<file path="config.mk">
export PLATFORM = sky130hd
export DESIGN_NAME = read_empty_logic
export DESIGN_NICKNAME = d
export VERILOG_FILES = /design/src/rtl/fifo_pkg.sv /design/src/rtl/sync_2ff.sv /design/src/rtl/read_empty_logic.sv
export SDC_FILE = /design/constraint.sdc
export NUM_CORES = 1
export LEC_CHECK = 0
export ABC_CLOCK_PERIOD_IN_PS = 2100
export CAP_MARGIN = 25
export CORE_MARGIN = 10
export CORE_UTILIZATION = 35
export DETAILED_ROUTE_END_ITERATION = 8
export PLACE_DENSITY_LB_ADDON = 0.05
export SKIP_LAST_GASP = 1
export SLEW_MARGIN = 40
export SYNTH_ARGS = -nofsm -noshare
export SYNTH_HDL_FRONTEND = slang
export SYNTH_SLANG_ARGS = --single-unit
</file>
<file path="constraint.sdc">
create_clock -name clk_r -period 2.1 [get_ports clk_r]
set_input_delay 0.42 -clock clk_r [delete_from_list [all_inputs] [get_ports clk_r]]
set_output_delay 0.42 -clock clk_r [all_outputs]
set_load 0.03 [all_outputs]
</file>
<file path="src/rtl/fifo_pkg.sv">
// Shared FIFO pointer helpers, used by both the read-side empty logic and
// the write-side full logic.
package fifo_pkg;

  // Working width of the Gray/binary helpers; callers size-cast the result
  // down to their pointer width.
  localparam int unsigned FUNC_W = 32;

  // Pointer width for a given memory address width: one extra bit tells a
  // full FIFO apart from an empty one.
  function automatic int unsigned ptr_width(input int unsigned adr_width);
    return adr_width + 1;
  endfunction

  function automatic logic [FUNC_W-1:0] bin2gray(input logic [FUNC_W-1:0] b);
    return b ^ (b >> 1);
  endfunction

  // Prefix XOR from the MSB down; zero-extended upper bits contribute nothing.
  function automatic logic [FUNC_W-1:0] gray2bin(input logic [FUNC_W-1:0] g);
    logic [FUNC_W-1:0] b;
    b = g;
    for (int unsigned i = 1; i < FUNC_W; i++) begin
      b = b ^ (g >> i);
    end
    return b;
  endfunction

endpackage

</file>
<file path="src/rtl/sync_2ff.sv">
// Two-flop synchronizer for a multi-bit Gray-coded bus crossing into clk.
module sync_2ff #(
  parameter int unsigned width = 1
) (
  input  logic             clk,
  input  logic             rst_n,
  input  logic [width-1:0] d,
  output logic [width-1:0] q
);

  logic [width-1:0] meta_d, meta_q;
  logic [width-1:0] sync_d, sync_q;

  // Next-state: each stage simply takes the previous one.
  always_comb begin
    meta_d = d;
    sync_d = meta_q;
  end

  // Both stages clear asynchronously so no stale pointer survives reset.
  always_ff @(posedge clk or negedge rst_n) begin
    if (!rst_n) begin
      meta_q <= '0;
      sync_q <= '0;
    end else begin
      meta_q <= meta_d;
      sync_q <= sync_d;
    end
  end

  assign q = sync_q;

endmodule

</file>
<file path="src/rtl/read_empty_logic.sv">
// Read-domain empty / almost-empty / occupancy generation for an async FIFO.
module read_empty_logic
  import fifo_pkg::*;
#(
  parameter int unsigned depth     = 8,
  parameter int unsigned adr_width = $clog2(depth),
  parameter int unsigned ae_level  = 1
) (
  input  logic                 clk_r,
  input  logic                 reset,
  input  logic [adr_width:0]   wr_ptr_gray,
  input  logic [adr_width:0]   read_adr,
  input  logic                 read,
  output logic                 FIFO_empty,
  output logic                 almost_empty,
  output logic [adr_width:0]   rd_count,
  output logic [adr_width:0]   rd_ptr_gray
);

  localparam int unsigned PW = ptr_width(adr_width);

  logic [PW-1:0] wr_gray_s;
  logic [PW-1:0] rd_next;
  logic [PW-1:0] rd_gray_next;
  logic [PW-1:0] wr_bin_s;
  logic [PW-1:0] occ;

  logic          fifo_empty_d,   fifo_empty_q;
  logic          almost_empty_d, almost_empty_q;
  logic [PW-1:0] rd_count_d,     rd_count_q;
  logic [PW-1:0] rd_ptr_gray_d,  rd_ptr_gray_q;

  // The write pointer is only ever observed through this synchronizer.
  sync_2ff #(.width(PW)) u_wr_sync (
    .clk   (clk_r),
    .rst_n (reset),
    .d     (wr_ptr_gray),
    .q     (wr_gray_s)
  );

  // Flags are computed against the post-read pointer so a read that drains
  // the last entry shows empty right after the same edge.
  always_comb begin
    rd_next        = read_adr + PW'(read);
    rd_gray_next   = PW'(bin2gray(FUNC_W'(rd_next)));
    wr_bin_s       = PW'(gray2bin(FUNC_W'(wr_gray_s)));
    occ            = wr_bin_s - rd_next;
    rd_ptr_gray_d  = rd_gray_next;
    fifo_empty_d   = (rd_gray_next == wr_gray_s);
    rd_count_d     = occ;
    almost_empty_d = (32'(occ) <= ae_level);
  end

  // Output registers; reset presents an empty FIFO.
  always_ff @(posedge clk_r or negedge reset) begin
    if (!reset) begin
      fifo_empty_q   <= 1'b1;
      almost_empty_q <= 1'b1;
      rd_count_q     <= '0;
      rd_ptr_gray_q  <= '0;
    end else begin
      fifo_empty_q   <= fifo_empty_d;
      almost_empty_q <= almost_empty_d;
      rd_count_q     <= rd_count_d;
      rd_ptr_gray_q  <= rd_ptr_gray_d;
    end
  end

  assign FIFO_empty   = fifo_empty_q;
  assign almost_empty = almost_empty_q;
  assign rd_count     = rd_count_q;
  assign rd_ptr_gray  = rd_ptr_gray_q;

endmodule
</file>
### Yosys cells after proc, flatten, opt, wreduce, memory -nomap -nowiden

Index checks and enable logic that the tools add are counted.

| operators by class | value |
|---|---|
| add/sub/neg operators | 2 |
| multipliers | 0 |
| div/mod/pow operators | 0 |
| $lt $le $gt $ge | 1 |
| equality and inequality tests | 1 |
| shift-type cells | 0 |
| multiplexer cells | 0 |
| bitwise gates (word level) | 4 |
| reduce and logical (&&, ||, !) cells | 0 |

Operators with widths:

| operator | number |
|---|---|
| 4-bit by 3-bit bitwise XOR with 4-bit output | 2 |
| 4-bit by 1-bit adder with 4-bit output | 1 |
| 4-bit == test | 1 |
| 4-bit by 1-bit less-or-equal comparator with 1-bit output (second input constant) | 1 |
| 4-bit subtractor | 1 |
| 4-bit by 1-bit bitwise XOR with 4-bit output | 1 |
| 4-bit by 2-bit bitwise XOR with 4-bit output | 1 |

| storage, ports and cells | value |
|---|---|
| bits in registers | 18 |
| bits in latches | 0 |
| memory bits (writable) | 0 |
| memory bits (read-only) | 0 |
| input bits | 11 |
| output and inout bits | 10 |
| logic and storage cells | 14 |
| memories kept | 0 |

### Depth between registers and ports, before layout

| depth | value |
|---|---|
| word-level depth | 5 |
| mapped depth | 8 |
| mapped depth without buffers | 8 |

### Hierarchy

Synthesis repeated with hierarchy kept, for this count alone.

| second synthesis, totals | value |
|---|---|
| cell total of the unflattened synthesis | 51 |
| area total of the unflattened synthesis | 759.5 µm² |

By module, submodules not included:

| module | times used | cells an instance | area each (µm²) | sequential area each (µm²) |
|---|---|---|---|---|
| read_empty_logic | 1 | 43 | 559.3 | 252.7 |
| sync_2ff | 1 | 8 | 200.2 | 200.2 |

### Worst setup path before layout

OpenSTA, ideal clock, no wires.

| path | value |
|---|---|
| path type | input-to-reg |
| start | input port read_adr[0] |
| end | register almost_empty_q, in the netlist almost_empty |
| data arrival time | 2.125 ns |
| path slack | -0.107 ns |
| stages | 8 |
| cell sequence | ha_1 -> ha_1 -> xnor2_2 -> ha_1 -> a21oi_1 -> nand2_1 -> xnor3_1 -> nor3_1 |

| on the way | value |
|---|---|
| word-level cells in the longest chain between the ends | 3 |

RTL lines:

| element | RTL line | text |
|---|---|---|
| start: declaration | read_empty_logic.sv:12 | `input logic [adr_width:0] read_adr,` |
| 4-bit by 1-bit adder with 4-bit output | read_empty_logic.sv:44 | `rd_next = read_adr + PW'(read);` |
| 4-bit subtractor | read_empty_logic.sv:47 | `occ = wr_bin_s - rd_next;` |
| via occ[3] | read_empty_logic.sv:26 | `logic [PW-1:0] occ;` |
| 4-bit by 1-bit less-or-equal comparator with 1-bit output | read_empty_logic.sv:51 | `almost_empty_d = (32'(occ) <= ae_level);` |
| via almost_empty_d | read_empty_logic.sv:29 | `logic almost_empty_d, almost_empty_q;` |
| end signal: assignment | read_empty_logic.sv:63 | `almost_empty_q <= almost_empty_d;` |
| end: declaration | read_empty_logic.sv:29 |  |

The timed path passes the listed nets, and every way through them passes these cells.

### Final worst setup path

| path | value |
|---|---|
| start | register u_wr_sync.sync_q[3], in the netlist u_wr_sync.q[3] |
| end | register almost_empty_q, in the netlist almost_empty |

| on the way | value |
|---|---|
| word-level cells in the longest chain between the ends | 5 |

RTL lines:

| element | RTL line | text |
|---|---|---|
| start: declaration | sync_2ff.sv:12 | `logic [width-1:0] sync_d, sync_q;` |
| start signal: assignment | sync_2ff.sv:27 | `sync_q <= sync_d;` |
| 4-bit by 3-bit bitwise XOR with 4-bit output | fifo_pkg.sv:24 | `b = b ^ (g >> i);` |
| 4-bit by 2-bit bitwise XOR with 4-bit output | fifo_pkg.sv:24 |  |
| 4-bit by 1-bit bitwise XOR with 4-bit output (*) | fifo_pkg.sv:24 |  |
| 4-bit subtractor (*) | read_empty_logic.sv:47 |  |
| via occ[2] | read_empty_logic.sv:26 |  |
| 4-bit by 1-bit less-or-equal comparator with 1-bit output (*) | read_empty_logic.sv:51 |  |
| via almost_empty_d | read_empty_logic.sv:29 |  |

Mark *: on every way through the listed nets, which the timed path passes. The rest lies on a longest branch.

==> summary.txt <==
Setup path
  • Critical R2R Capture: almost_empty$_DFF_PN1_
  • Data required, critical path: 2.31 ns
  • Critical Path Stages: 8
  • Crit path top cell by count: xor2_2
  • Worst EP arrival: 2.24 ns
  • R2r startpoint: u_wr_sync.q[3]$_DFF_PN0_
  • Bufs and invs on worst path: 1
  • Family with the most delay on the worst path: XOR/XNOR gates
  • Crit path kind: reg2reg
  • Setup slack, reg-to-reg: 0.07 ns
  • Critical Path End Type: flip-flop
  • Worst Setup EP: almost_empty$_DFF_PN1_
  • Crit path largest cell delay: 0.42 ns
  • CP Cell Sequence: xor2_2, xor2_2, xnor2_1, ha_2, inv_2, fa_2, xor2_2, nor3_2
  • CP Launch Point: u_wr_sync.q[3]$_DFF_PN0_
  • CP max FO: 2
  • Crit path launch type: flip-flop
  • R2R depth: 8
  • Critical path's slowest cell: dfrtp_1

Timing
  • Final hold vios: 0
  • Final period util: 96.9%
  • Achievable Freq: 491 MHz
  • Post-layout min period: 2.03 ns
  • Measured slew at the worst slew-check pin: 0.329 ns
  • Final max-slew violation count: 0
  • Setup violations, final: 0
  • Clock Skew: 0.00965 ns
  • Hold Slack: 0.356 ns
  • Max transition margin: 77.9%

Synth
  • Top cell type's share of synthesized area: 53.7%
  • Post-synth top area cell: dfrtp_1
  • Cell area after synthesis: 746 um^2
  • Synth Area per Inst: 14.9 um^2
  • #FFs+latches synth: 18
  • Syn_nets: 67
  • Yosys cell types: 16
  • Post-synthesis cell count: 50
  • Area contributors post-synth: dfrtp_1 54%, ha_1 8.4%, dfstp_2 7.0%
  • Seq/Total Area, Yosys: 60.7%
  • Synth warn: 0

Power
  • Sequential Power Share: 42.2%
  • Sw Share: 32.2%
  • Pleak: 0.498 nW
  • Power per cell area: 857 nW/um^2
  • Combinational power share: 41.0%
  • Power share of the clock group: 16.8%
  • Switching power: 0.000322 W
  • Worst VDD drop: 0.000465 V
  • P_int: 0.000679 W

Layout
  • Fraction of layout cells with a size suffix above 1: 33.7%
  • ANT cells: 0
  • Fillers: 176
  • Commonest non-fill, non-tap cells in the layout: 20 x clkdlybuf4s50_1, 16 x dfrtp_1, 12 x buf_4
  • Layout Nets: 104
  • Synth-to-Final Area Change: 56.5%
  • Final non-filler cell total: 113
  • Commonest non-fill, non-tap cell in the layout: clkdlybuf4s50_1

Floorplan
  • Die area: 4380 um^2
  • Core box area: 2000 um^2
  • Row count: 16
  • Die W: 66.2 um
  • Starting density of the core: 37.2%
  • # IOs: 21
  • Die H: 66.2 um

Global routing
  • Number of global-route vias before repair: 544
  • Largest net degree at the start of global routing: 19
  • GRT Total Usage: 6.54%
  • Total global routing overflow: 0
  • Antenna violations before repair: 0
  • First-pass GRT wire length: 2210 um

Routing
  • Post-route DRC: 0
  • Post-DRT Antenna Nets: 0
  • Final WL: 1380 um
  • WL/cell: 12.2 um
  • Vias: 495
  • Vias per cell: 4.38
  • Initial DRC Count: 7
  • DR pass1 iterations: 3

Place
  • Placed cells: 108
  • Dpl hpwl: 1130 um
  • PortBufs: 20
  • GP Congestion: 0.782

Status
  • Status: complete, no violations

Clocking
  • CTS root buffer: clkbuf_4
  • Post-CTS Hold Fix Bufs: 0
  • TritonCTS Buffers: 3
  • CTS tree: built
  • Clock-pin transition on the worst setup and hold timing paths: 0.09 ns
  • Longest Clk Path Bufs: 2
  • Number of clock sinks: 18
  • Clock latency on the worst-skew pair: 0.28 ns
  • Htree depth: 1

Worst hold path
  • Worst hold path type: reg2reg

Flow run
  • Max-Cap Viols: 0
power groups by stage:
stage | clock (W) | combinational [W] | sequential, W
finish | 0.000168 | 0.000411 | 0.000422
global route | 0.000196 | 0.000441 | 0.000428
CTS | 0.000180 | 0.000398 | 0.000422
detailed placement | 0 | 0.000398 | 0.000429
global placement | 0 | 0.000395 | 0.000428
floorplan | 0 | 0.000114 | 0.000533
synth_stat cells:
master    count
dfrtp_1      16
ha_1          5
xnor2_1       5
xor2_1        5
inv_1         3
nand3_1       3
dfstp_2       2
or3_1         2
xnor2_2       2
a21oi_1       1
a22oi_1       1
fa_1          1
nand2_1       1
nand3b_1      1
nor3_1        1
xnor3_1       1
worst register-to-register path, cell delays in order (launching register included):
cell     delay (ns)
dfrtp_1        0.42
xor2_2         0.24
xor2_2         0.21
xnor2_1        0.16
ha_2           0.22
inv_2          0.04
fa_2           0.36
xor2_2         0.16
nor3_2         0.16
registers in the layout, indices dropped and copies added (netlist names):
signal and flops:
FIFO_empty 1, u_wr_sync.meta_q 4, almost_empty 1, rd_ptr_gray 4, rd_count 4, u_wr_sync.q 4
logic make-up (layout without fill, tap and decap cells):
family	Yosys count	in the layout	synth area share (%)
AND/OR/NAND/NOR	8	8	5.87
AO/OA/AOI/OAI	2	2	1.68
buffers and inverters	3	39	1.51
adder cells (fa/ha/maj)	6	6	11.1
XOR/XNOR	13	13	19.1
flip-flops	18	18	60.7
timing repair:
item / in CTS / in global routing
pin swaps: 3 / 7
gates cloned: 0 / 0
endpoints found under the setup margin: 1 / 1
gates resized for setup: 0 / 7
buffers inserted: 1 / 0
cell type report:
| class | instances | area [um^2] | area share [%] |
|---|---|---|---|
| Multi-Input combinational cell | 29 | 353 | 30.2 |
| Sequential cell | 18 | 453 | 38.8 |
| Clock buffer | 4 | 26.3 | 2.25 |
| Inverter | 3 | 11.3 | 0.965 |
| Tap cell | 27 | 33.8 | 2.89 |
| Timing Repair Buffer | 32 | 290 | 24.9 |
through the flow:
stage | setup TNS, ns | total power (W) | instance area [um^2] | setup WS (ns) | util (%)
after floorplan | 0 | 0.000647 | 785 | 0.00433 | -
after global placement | -0.924 | 0.000823 | 1100 | -0.390 | 55.0
after detailed placement | -0.960 | 0.000828 | 1100 | -0.391 | 55.0
after CTS | 0 | 0.00100 | 1130 | 0.0208 | 56.7
after global routing | -0.0656 | 0.00106 | 1170 | -0.0656 | 58.3
final | 0 | 0.00100 | 1170 | 0.0652 | 58.3
routing by layer:
metal	up-vias	routed length, um	global-route usage [%]
met1	243	561	6.90
met2	15	703	11.2
met5	-	0	0
met4	0	9	2.36
li1	235	-	-
met3	2	104	2.88
worst min-delay path by stage:
stage	start	endpoint	slack, ns	cells past startpoint
after floorplan	reset	rd_count[0]$_DFF_PN0_	0.12	0
after global placement	u_wr_sync.meta_q[2]$_DFF_PN0_	u_wr_sync.q[2]$_DFF_PN0_	0.33	0
after detailed placement	u_wr_sync.meta_q[2]$_DFF_PN0_	u_wr_sync.q[2]$_DFF_PN0_	0.34	0
after CTS	u_wr_sync.meta_q[2]$_DFF_PN0_	u_wr_sync.q[2]$_DFF_PN0_	0.36	0
after global routing	u_wr_sync.meta_q[3]$_DFF_PN0_	u_wr_sync.q[3]$_DFF_PN0_	0.37	0
final	u_wr_sync.meta_q[2]$_DFF_PN0_	u_wr_sync.q[2]$_DFF_PN0_	0.36	0
Note: power is estimated with default switching activity, not from simulation.
